<file path="config.mk">
export PLATFORM = sky130hd
export DESIGN_NAME = sprite_scheduler_flat
export DESIGN_NICKNAME = d
export VERILOG_FILES = /design/src/rtl/sprite_pkg.sv /design/src/rtl/sprite_scheduler_if.sv /design/src/rtl/sprite_hit_check.sv /design/src/rtl/sprite_scheduler.sv /design/src/flat_wrapper.sv
export SDC_FILE = /design/constraint.sdc
export NUM_CORES = 1
export LEC_CHECK = 0
export BUFFER_PORTS_ARGS = -buffer_cell sky130_fd_sc_hd__buf_2
export CAP_MARGIN = 25
export CORE_ASPECT_RATIO = 0.8
export CORE_MARGIN = 4
export CORE_UTILIZATION = 25
export CTS_CLUSTER_DIAMETER = 50
export DETAILED_ROUTE_END_ITERATION = 16
export PLACE_DENSITY = 0.49
export SLEW_MARGIN = 30
export SYNTH_ARGS = -nofsm -noshare
export SYNTH_HDL_FRONTEND = slang
export SYNTH_SLANG_ARGS = --single-unit
</file>
<file path="constraint.sdc">
create_clock -name i_pix_clk -period 7 [get_ports i_pix_clk]
set_clock_uncertainty 0.05 [all_clocks]
set_input_delay 2.1 -clock i_pix_clk [delete_from_list [all_inputs] [get_ports i_pix_clk]]
set_output_delay 2.1 -clock i_pix_clk [all_outputs]
set_load 0.03 [all_outputs]
</file>
<file path="src/rtl/sprite_pkg.sv">
// Shared definitions for the sprite scheduler and the per-slot sprite renderers.
package sprite_pkg;

    localparam int NUM_SPRITES = 8;
    localparam int NUM_SLOTS   = 4;
    localparam int SPRITE_H    = 16;
    localparam int COORD_W     = 10;
    localparam int PAT_W       = 4;
    localparam int ROW_W       = $clog2(SPRITE_H);
    localparam int ATTR_W      = 1 + 2 * COORD_W + PAT_W;

    // Host-visible attribute record; its packed layout matches i_attr_data.
    typedef struct packed {
        logic               enable;
        logic [COORD_W-1:0] x;
        logic [COORD_W-1:0] y;
        logic [PAT_W-1:0]   pattern;
    } sprite_attr_t;

    // What a renderer needs to draw one sprite on the scheduled line.
    typedef struct packed {
        logic [COORD_W-1:0] x;
        logic [ROW_W-1:0]   row;
        logic [PAT_W-1:0]   pattern;
    } slot_desc_t;

    typedef enum logic [1:0] {
        IDLE   = 2'd0,
        SCAN   = 2'd1,
        COMMIT = 2'd2
    } sched_state_t;

endpackage

</file>
<file path="src/rtl/sprite_scheduler_if.sv">
// Bus between host/timing generator and the sprite scheduler.
// Handshake: i_line_start is a one-cycle request, honoured only while
// o_busy=0; o_done is a one-cycle completion pulse after which the slot
// outputs are stable until the next o_done. Attribute writes have no
// back-pressure: i_attr_we is accepted on every edge.
interface sprite_scheduler_if #(
    parameter int NUM_SPRITES = sprite_pkg::NUM_SPRITES,
    parameter int NUM_SLOTS   = sprite_pkg::NUM_SLOTS,
    parameter int SPRITE_H    = sprite_pkg::SPRITE_H,
    parameter int COORD_W     = sprite_pkg::COORD_W,
    parameter int PAT_W       = sprite_pkg::PAT_W
);
    logic                                   i_attr_we;
    logic [$clog2(NUM_SPRITES)-1:0]         i_attr_addr;
    logic [1+2*COORD_W+PAT_W-1:0]           i_attr_data;
    logic                                   i_line_start;
    logic [COORD_W-1:0]                     i_next_line;
    logic                                   o_busy;
    logic                                   o_done;
    logic                                   o_overflow;
    logic [NUM_SLOTS-1:0]                   o_slot_valid;
    logic [NUM_SLOTS*COORD_W-1:0]           o_slot_x;
    logic [NUM_SLOTS*$clog2(SPRITE_H)-1:0]  o_slot_row;
    logic [NUM_SLOTS*PAT_W-1:0]             o_slot_pattern;
    logic [1:0]                             o_dbg_state;

    modport master (
        output i_attr_we, i_attr_addr, i_attr_data, i_line_start, i_next_line,
        input  o_busy, o_done, o_overflow, o_slot_valid, o_slot_x, o_slot_row,
               o_slot_pattern, o_dbg_state
    );

    modport slave (
        input  i_attr_we, i_attr_addr, i_attr_data, i_line_start, i_next_line,
        output o_busy, o_done, o_overflow, o_slot_valid, o_slot_x, o_slot_row,
               o_slot_pattern, o_dbg_state
    );

endinterface

</file>
<file path="src/rtl/sprite_hit_check.sv">
// Combinational test of one attribute entry against the scheduled line,
// plus the row within the sprite that line falls on.
module sprite_hit_check #(
    parameter int COORD_W  = 10,
    parameter int SPRITE_H = 16,
    parameter int ROW_W    = $clog2(SPRITE_H)
) (
    input  logic               enable_i,
    input  logic [COORD_W-1:0] y_i,
    input  logic [COORD_W-1:0] line_i,
    output logic               hit_o,
    output logic [ROW_W-1:0]   row_o
);

    // One extra bit catches the borrow when the sprite starts below the line;
    // there is no vertical wrap, so a borrow is never a hit.
    logic [COORD_W:0] diff;

    // Hit when enabled, no borrow, and the offset fits inside the sprite height.
    always_comb begin
        diff  = {1'b0, line_i} - {1'b0, y_i};
        hit_o = enable_i && !diff[COORD_W] && (diff[COORD_W-1:ROW_W] == '0);
        row_o = diff[ROW_W-1:0];
    end

endmodule

</file>
<file path="src/rtl/sprite_scheduler.sv">
// Per-scanline sprite scheduler: scans the attribute table during horizontal
// blank and publishes up to NUM_SLOTS slot descriptors for the next line.
module sprite_scheduler #(
    parameter int NUM_SPRITES = sprite_pkg::NUM_SPRITES,
    parameter int NUM_SLOTS   = sprite_pkg::NUM_SLOTS,
    parameter int SPRITE_H    = sprite_pkg::SPRITE_H,
    parameter int COORD_W     = sprite_pkg::COORD_W,
    parameter int PAT_W       = sprite_pkg::PAT_W
) (
    input  logic                i_pix_clk,
    input  logic                i_reset_n,
    sprite_scheduler_if.slave   bus
);
    import sprite_pkg::*;

    localparam int IDX_W  = $clog2(NUM_SPRITES);
    localparam int SLOT_W = $clog2(NUM_SLOTS);
    localparam int ROW_W  = $clog2(SPRITE_H);
    localparam int ATTR_W = 1 + 2 * COORD_W + PAT_W;

    // Attribute table in flops so the scan can read any entry in one cycle.
    logic [NUM_SPRITES-1:0] en_q;
    logic [COORD_W-1:0]     x_q   [NUM_SPRITES];
    logic [COORD_W-1:0]     y_q   [NUM_SPRITES];
    logic [PAT_W-1:0]       pat_q [NUM_SPRITES];

    // Scan control and working slot set.
    sched_state_t                 state_q;
    logic [IDX_W-1:0]             idx_q;
    logic [COORD_W-1:0]           line_q;
    logic [NUM_SLOTS-1:0]         wvalid_q;
    logic [NUM_SLOTS*COORD_W-1:0] wx_q;
    logic [NUM_SLOTS*ROW_W-1:0]   wrow_q;
    logic [NUM_SLOTS*PAT_W-1:0]   wpat_q;
    logic                         wovf_q;

    // Published outputs; only COMMIT writes them.
    logic                         busy_q;
    logic                         done_q;
    logic                         ovf_q;
    logic [NUM_SLOTS-1:0]         valid_q;
    logic [NUM_SLOTS*COORD_W-1:0] ox_q;
    logic [NUM_SLOTS*ROW_W-1:0]   orow_q;
    logic [NUM_SLOTS*PAT_W-1:0]   opat_q;

    logic                         hit;
    logic [ROW_W-1:0]             hit_row;
    logic                         free_found;
    logic [SLOT_W-1:0]            free_idx;

    logic                         wr_en;
    logic [COORD_W-1:0]           wr_x;
    logic [COORD_W-1:0]           wr_y;
    logic [PAT_W-1:0]             wr_pat;

    assign wr_en  = bus.i_attr_data[ATTR_W-1];
    assign wr_x   = bus.i_attr_data[PAT_W+COORD_W +: COORD_W];
    assign wr_y   = bus.i_attr_data[PAT_W +: COORD_W];
    assign wr_pat = bus.i_attr_data[0 +: PAT_W];

    // Host writes land on the next edge regardless of scan state.
    always_ff @(posedge i_pix_clk) begin
        if (!i_reset_n) begin
            en_q <= '0;
            for (int i = 0; i < NUM_SPRITES; i++) begin
                x_q[i]   <= '0;
                y_q[i]   <= '0;
                pat_q[i] <= '0;
            end
        end else if (bus.i_attr_we) begin
            en_q[bus.i_attr_addr]  <= wr_en;
            x_q[bus.i_attr_addr]   <= wr_x;
            y_q[bus.i_attr_addr]   <= wr_y;
            pat_q[bus.i_attr_addr] <= wr_pat;
        end
    end

    sprite_hit_check #(
        .COORD_W  (COORD_W),
        .SPRITE_H (SPRITE_H),
        .ROW_W    (ROW_W)
    ) u_hit (
        .enable_i (en_q[idx_q]),
        .y_i      (y_q[idx_q]),
        .line_i   (line_q),
        .hit_o    (hit),
        .row_o    (hit_row)
    );

    // Lowest-numbered free working slot, so earlier entries fill earlier slots.
    always_comb begin
        free_found = 1'b0;
        free_idx   = '0;
        for (int s = NUM_SLOTS - 1; s >= 0; s--) begin
            if (!wvalid_q[s]) begin
                free_found = 1'b1;
                free_idx   = SLOT_W'(s);
            end
        end
    end

    // Scheduler FSM: latch line, scan one entry per cycle, publish in one edge.
    always_ff @(posedge i_pix_clk) begin
        if (!i_reset_n) begin
            state_q  <= IDLE;
            idx_q    <= '0;
            line_q   <= '0;
            wvalid_q <= '0;
            wx_q     <= '0;
            wrow_q   <= '0;
            wpat_q   <= '0;
            wovf_q   <= 1'b0;
            busy_q   <= 1'b0;
            done_q   <= 1'b0;
            ovf_q    <= 1'b0;
            valid_q  <= '0;
            ox_q     <= '0;
            orow_q   <= '0;
            opat_q   <= '0;
        end else begin
            case (state_q)
                IDLE: begin
                    done_q <= 1'b0;
                    if (bus.i_line_start) begin
                        line_q   <= bus.i_next_line;
                        idx_q    <= '0;
                        wvalid_q <= '0;
                        wx_q     <= '0;
                        wrow_q   <= '0;
                        wpat_q   <= '0;
                        wovf_q   <= 1'b0;
                        busy_q   <= 1'b1;
                        state_q  <= SCAN;
                    end
                end
                SCAN: begin
                    if (hit) begin
                        if (free_found) begin
                            wvalid_q[free_idx]                 <= 1'b1;
                            wx_q[free_idx*COORD_W +: COORD_W]  <= x_q[idx_q];
                            wrow_q[free_idx*ROW_W +: ROW_W]    <= hit_row;
                            wpat_q[free_idx*PAT_W +: PAT_W]    <= pat_q[idx_q];
                        end else begin
                            wovf_q <= 1'b1;
                        end
                    end
                    if (idx_q == IDX_W'(NUM_SPRITES - 1)) begin
                        state_q <= COMMIT;
                    end else begin
                        idx_q <= idx_q + 1'b1;
                    end
                end
                COMMIT: begin
                    valid_q <= wvalid_q;
                    ox_q    <= wx_q;
                    orow_q  <= wrow_q;
                    opat_q  <= wpat_q;
                    ovf_q   <= wovf_q;
                    done_q  <= 1'b1;
                    busy_q  <= 1'b0;
                    state_q <= IDLE;
                end
                default: begin
                    state_q <= IDLE;
                    busy_q  <= 1'b0;
                    done_q  <= 1'b0;
                end
            endcase
        end
    end

    assign bus.o_busy         = busy_q;
    assign bus.o_done         = done_q;
    assign bus.o_overflow     = ovf_q;
    assign bus.o_slot_valid   = valid_q;
    assign bus.o_slot_x       = ox_q;
    assign bus.o_slot_row     = orow_q;
    assign bus.o_slot_pattern = opat_q;
    assign bus.o_dbg_state    = state_q;

endmodule

</file>
<file path="src/flat_wrapper.sv">
// flat-port wrapper written by rule: the top's interface ports become plain ports
module sprite_scheduler_flat import sprite_pkg::*;
#(
    parameter int NUM_SPRITES = sprite_pkg::NUM_SPRITES,
    parameter int NUM_SLOTS   = sprite_pkg::NUM_SLOTS,
    parameter int SPRITE_H    = sprite_pkg::SPRITE_H,
    parameter int COORD_W     = sprite_pkg::COORD_W,
    parameter int PAT_W       = sprite_pkg::PAT_W
)
  (i_pix_clk, i_reset_n, bus_i_attr_we, bus_i_attr_addr, bus_i_attr_data, bus_i_line_start, bus_i_next_line, bus_o_busy, bus_o_done, bus_o_overflow, bus_o_slot_valid, bus_o_slot_x, bus_o_slot_row, bus_o_slot_pattern, bus_o_dbg_state);
  sprite_scheduler_if #(.NUM_SPRITES(NUM_SPRITES), .NUM_SLOTS(NUM_SLOTS), .SPRITE_H(SPRITE_H), .COORD_W(COORD_W), .PAT_W(PAT_W)) bus_i ();
  input  logic i_pix_clk;
  input  logic i_reset_n;
  input wire logic [$bits(bus_i.i_attr_we)-1:0] bus_i_attr_we;
  input wire logic [$bits(bus_i.i_attr_addr)-1:0] bus_i_attr_addr;
  input wire logic [$bits(bus_i.i_attr_data)-1:0] bus_i_attr_data;
  input wire logic [$bits(bus_i.i_line_start)-1:0] bus_i_line_start;
  input wire logic [$bits(bus_i.i_next_line)-1:0] bus_i_next_line;
  output wire logic [$bits(bus_i.o_busy)-1:0] bus_o_busy;
  output wire logic [$bits(bus_i.o_done)-1:0] bus_o_done;
  output wire logic [$bits(bus_i.o_overflow)-1:0] bus_o_overflow;
  output wire logic [$bits(bus_i.o_slot_valid)-1:0] bus_o_slot_valid;
  output wire logic [$bits(bus_i.o_slot_x)-1:0] bus_o_slot_x;
  output wire logic [$bits(bus_i.o_slot_row)-1:0] bus_o_slot_row;
  output wire logic [$bits(bus_i.o_slot_pattern)-1:0] bus_o_slot_pattern;
  output wire logic [$bits(bus_i.o_dbg_state)-1:0] bus_o_dbg_state;
  assign bus_i.i_attr_we = bus_i_attr_we;
  assign bus_i.i_attr_addr = bus_i_attr_addr;
  assign bus_i.i_attr_data = bus_i_attr_data;
  assign bus_i.i_line_start = bus_i_line_start;
  assign bus_i.i_next_line = bus_i_next_line;
  assign bus_o_busy = bus_i.o_busy;
  assign bus_o_done = bus_i.o_done;
  assign bus_o_overflow = bus_i.o_overflow;
  assign bus_o_slot_valid = bus_i.o_slot_valid;
  assign bus_o_slot_x = bus_i.o_slot_x;
  assign bus_o_slot_row = bus_i.o_slot_row;
  assign bus_o_slot_pattern = bus_i.o_slot_pattern;
  assign bus_o_dbg_state = bus_i.o_dbg_state;
  sprite_scheduler #(.NUM_SPRITES(NUM_SPRITES), .NUM_SLOTS(NUM_SLOTS), .SPRITE_H(SPRITE_H), .COORD_W(COORD_W), .PAT_W(PAT_W)) u_core (.i_pix_clk(i_pix_clk), .i_reset_n(i_reset_n), .bus(bus_i));
endmodule
</file>
==> reports/results.tsv <==
stage	metric	value	unit
die	die extent in x	296.3	um
clock_network	Num CTS Buffers	51	
finish	most common cell after layout, fill and taps aside	nand2_1	
placed_design	RePlAce Congestion	0.8591	
clock_network	clk_lat worst skew	0.58	ns
synthesis	synth unique cells	64	
outcome	outcome	complete, no violations	
sta	Setup-failing EPs final	0	
route	via count	11550	
placed_design	dpl ws	1.960	ns
sta	Fmax	200.2	MHz
sta	Period minus WS final	4.994	ns
placed_design	placed cells	2397	
flow_run	max-cap violations	0	
route	antenna-violating nets left	0	
die	Site Rows	84	
sta	Final Hold Vio Count	0	
clock_network	Root Buffer	clkbuf_16	
finish	footprint of the multi-input gates	6900	sq um
critical_path	Worst Path Required	7.45	ns
finish	Layout Nets	1652	
synthesis	Cells after Synth	1478	
synthesis	Post-Syn Area per Cell	11.24	sq um
power	PwrDens	272.5	nW/um^2
global_routing	global-route wire length before repair	73.17	mm
route	drc violations	0	
critical_path	Top Family by Delay on Critical Path	compound AO/OA/AOI/OAI gates	
clock_network	setup bufs post-CTS	0	
power	P_leak	7.295	nW
clock_network	Reg clk slew, reported paths	0.06	ns
finish	fraction of layout cells with a size suffix above 1	19.90	%
clock_network	hold buffer count at cts	0	
placed_design	PortBufs	122	
global_routing	largest net degree at the start of global routing	104	
synthesis	ys flop type	edfxtp_1	
finish	P&R area growth vs syn	21.14	%
route	DR pass1 iterations	5	
finish	fin util	30.60	%
finish	sequential cell area	9412	sq um
placed_design	Post-Place Cell Area	18350	sq um
synthesis	ys async rst share	0	%
global_routing	vias in the first global route	11590	
placed_design	DP Wirelength	31.76	mm
critical_path	critical path arrival	5.44	ns
critical_path	element type at the critical path end	flip-flop	
critical_path	CP max FO	22	
critical_path	Critical Path Source Type	flip-flop	
route	vias per cell	4.632	
power	Final Total Pwr	5.485	mW
global_routing	initial antenna violation count	5	
critical_path	CP cell instances	buf_4 > mux4_2 > mux2i_1 > ha_1 > o211ai_1 > o22ai_1 > or4_1 > a221o_1 > nor4b_4 > buf_4 > a21o_1 > mux2i_1	
route	final WL	48.31	mm
sta	Max-Slew Margin vs Limit	39.62	%
clock_network	post-cts repair resize count	0	
synthesis	top cells by area, synth	edfxtp_1, dfxtp_1, and2_1	
global_routing	GR Overflow Total	0	
synthesis	Synthesis Warnings	0	
synthesis	register area share after synthesis	56.61	%
power	worst vdd ir	0.1814	mV
route	wire length per cell	19.37	um
critical_path	crit-path max cell delay	0.87	ns
synthesis	post-synthesis register bit count	374	
die	die area	70690	sq um
synthesis	synthesized area	16620	sq um
critical_path	Buf/Inv on CP	2	
clock_network	clk buf depth	3	
synthesis	Post-synth EDFFs	192	
synthesis	area leader, netlist	edfxtp_1	
finish	Non-Filler Instances	2494	
clock_network	Sink Count	374	
die	Die Span Y	238.6	um
sta	Slew @ Worst Pin	0.9036	ns
sta	Final Max Slew Viols	0	
finish	Fill cells	6696	
die	starting density of the core	25.26	%
synthesis	Post-Syn Nets	1539	
global_routing	GRT Util Overall	13.54	%
hold_path	Hold Crit Class	reg -> reg	
sta	final setup TNS	0	ns
critical_path	slowest CP cell	dfxtp_2	
finish	commonest cells after routing, fill and taps aside	nand2_1, and2_1, edfxtp_1	
die	core region area	65790	sq um
clock_network	H-Tree Depth	2	
sta	Final WS setup	2.006	ns
critical_path	Crit Path Class	reg -> reg	
finish	post-route cell area	20130	sq um
route	1st-iter DRT viols	785	
sta	RSZ-0062 raised after global routing	false	
clock_network	CTS tree	done	
sta	final hold slack	0.4072	ns
sta	fin crit share	71.34	%
die	# IOs	123	
synthesis	Yosys top cell area share	34.69	%
[sequential cells by signal, summed over array words and instances (netlist names), named ones only]
signal / cells
u_core.bus.o_done: 1
u_core.bus.o_slot_row: 16
u_core.wovf_q: 1
u_core.pat_q: 32
u_core.wx_q: 40
u_core.bus.o_slot_x: 40
u_core.line_q: 10
u_core.en_q: 8
u_core.bus.o_slot_pattern: 16
u_core.wpat_q: 16
u_core.bus.o_overflow: 1
u_core.wrow_q: 16
u_core.x_q: 80
u_core.bus.o_dbg_state: 2
u_core.wvalid_q: 4
u_core.y_q: 80
u_core.bus.o_slot_valid: 4
u_core.bus.o_busy: 1
u_core.idx_q: 3
[where the power goes]
part / switching (mW) / internal [mW]
sequential: 0.0336 / 2.39
clock: 1.03 / 1.64
combinational: 0.245 / 0.149
[cells in the mapped netlist (all sizes together), types with 8 or more instances]
library cell	count
nor3	13
mux2i	68
nand2	291
edfxtp	192
nand3	17
nor2b	8
inv	21
nor2	41
a22o	14
a32o	13
a211oi	8
nand2b	12
a21boi	89
and2	200
clkbuf	72
a21oi	22
o211ai	10
dfxtp	182
buf	22
mux4	45
o21ai	41
ha	18
[logic make-up after synthesis]
family / count (synthesis) / share of synthesized area, %
flip-flops: 374 / 56.61
multiplexers: 120 / 10.67
AO/OA/AOI/OAI: 243 / 10.64
XOR/XNOR: 3 / 0.1581
AND/OR/NAND/NOR: 603 / 17.67
buffers and inverters: 116 / 2.778
adder cells (fa/ha/maj): 19 / 1.476
[worst reg2reg max path: stages, from the launching register on]
cell	delay [ns]
dfxtp_2	0.87
buf_4	0.36
mux4_2	0.51
mux2i_1	0.16
ha_1	0.31
o211ai_1	0.19
o22ai_1	0.12
or4_1	0.49
a221o_1	0.42
nor4b_4	0.53
buf_4	0.27
a21o_1	0.41
mux2i_1	0.23
[cell type report]
class	instances	area share (%)
diodes	1	0.01243
clock buffers	72	7.513
clock inverters	23	1.268
inverters	22	0.4102
multi-input cells	988	34.27
flip-flops and latches	374	46.75
well taps	860	5.345
repair buffers	154	4.431
[worst paths after layout]
kind                                                            from                                    to  cells after the start  slack (ns)
worst min register to register  u_core.bus.o_slot_x[35]$_SDFFE_PN0P_  u_core.bus.o_slot_x[35]$_SDFFE_PN0P_                      2        0.41
worst min-delay path            u_core.bus.o_slot_x[35]$_SDFFE_PN0P_  u_core.bus.o_slot_x[35]$_SDFFE_PN0P_                      2        0.41
worst max-delay path                                       flip-flop          u_core.wx_q[18]$_SDFFE_PN0P_                     12        2.01
worst max register to register                             flip-flop          u_core.wx_q[18]$_SDFFE_PN0P_                     12        2.01
[routing by layer]
layer	global-route usage, %	wire length (um)	up-vias
li1	-	-	5477
met1	18.33	22260	5738
met2	22.21	22360	266
met3	3.158	2919	62
met4	2.849	731	8
met5	0	48	-
No activity file was read; power rests on OpenSTA's default activity.
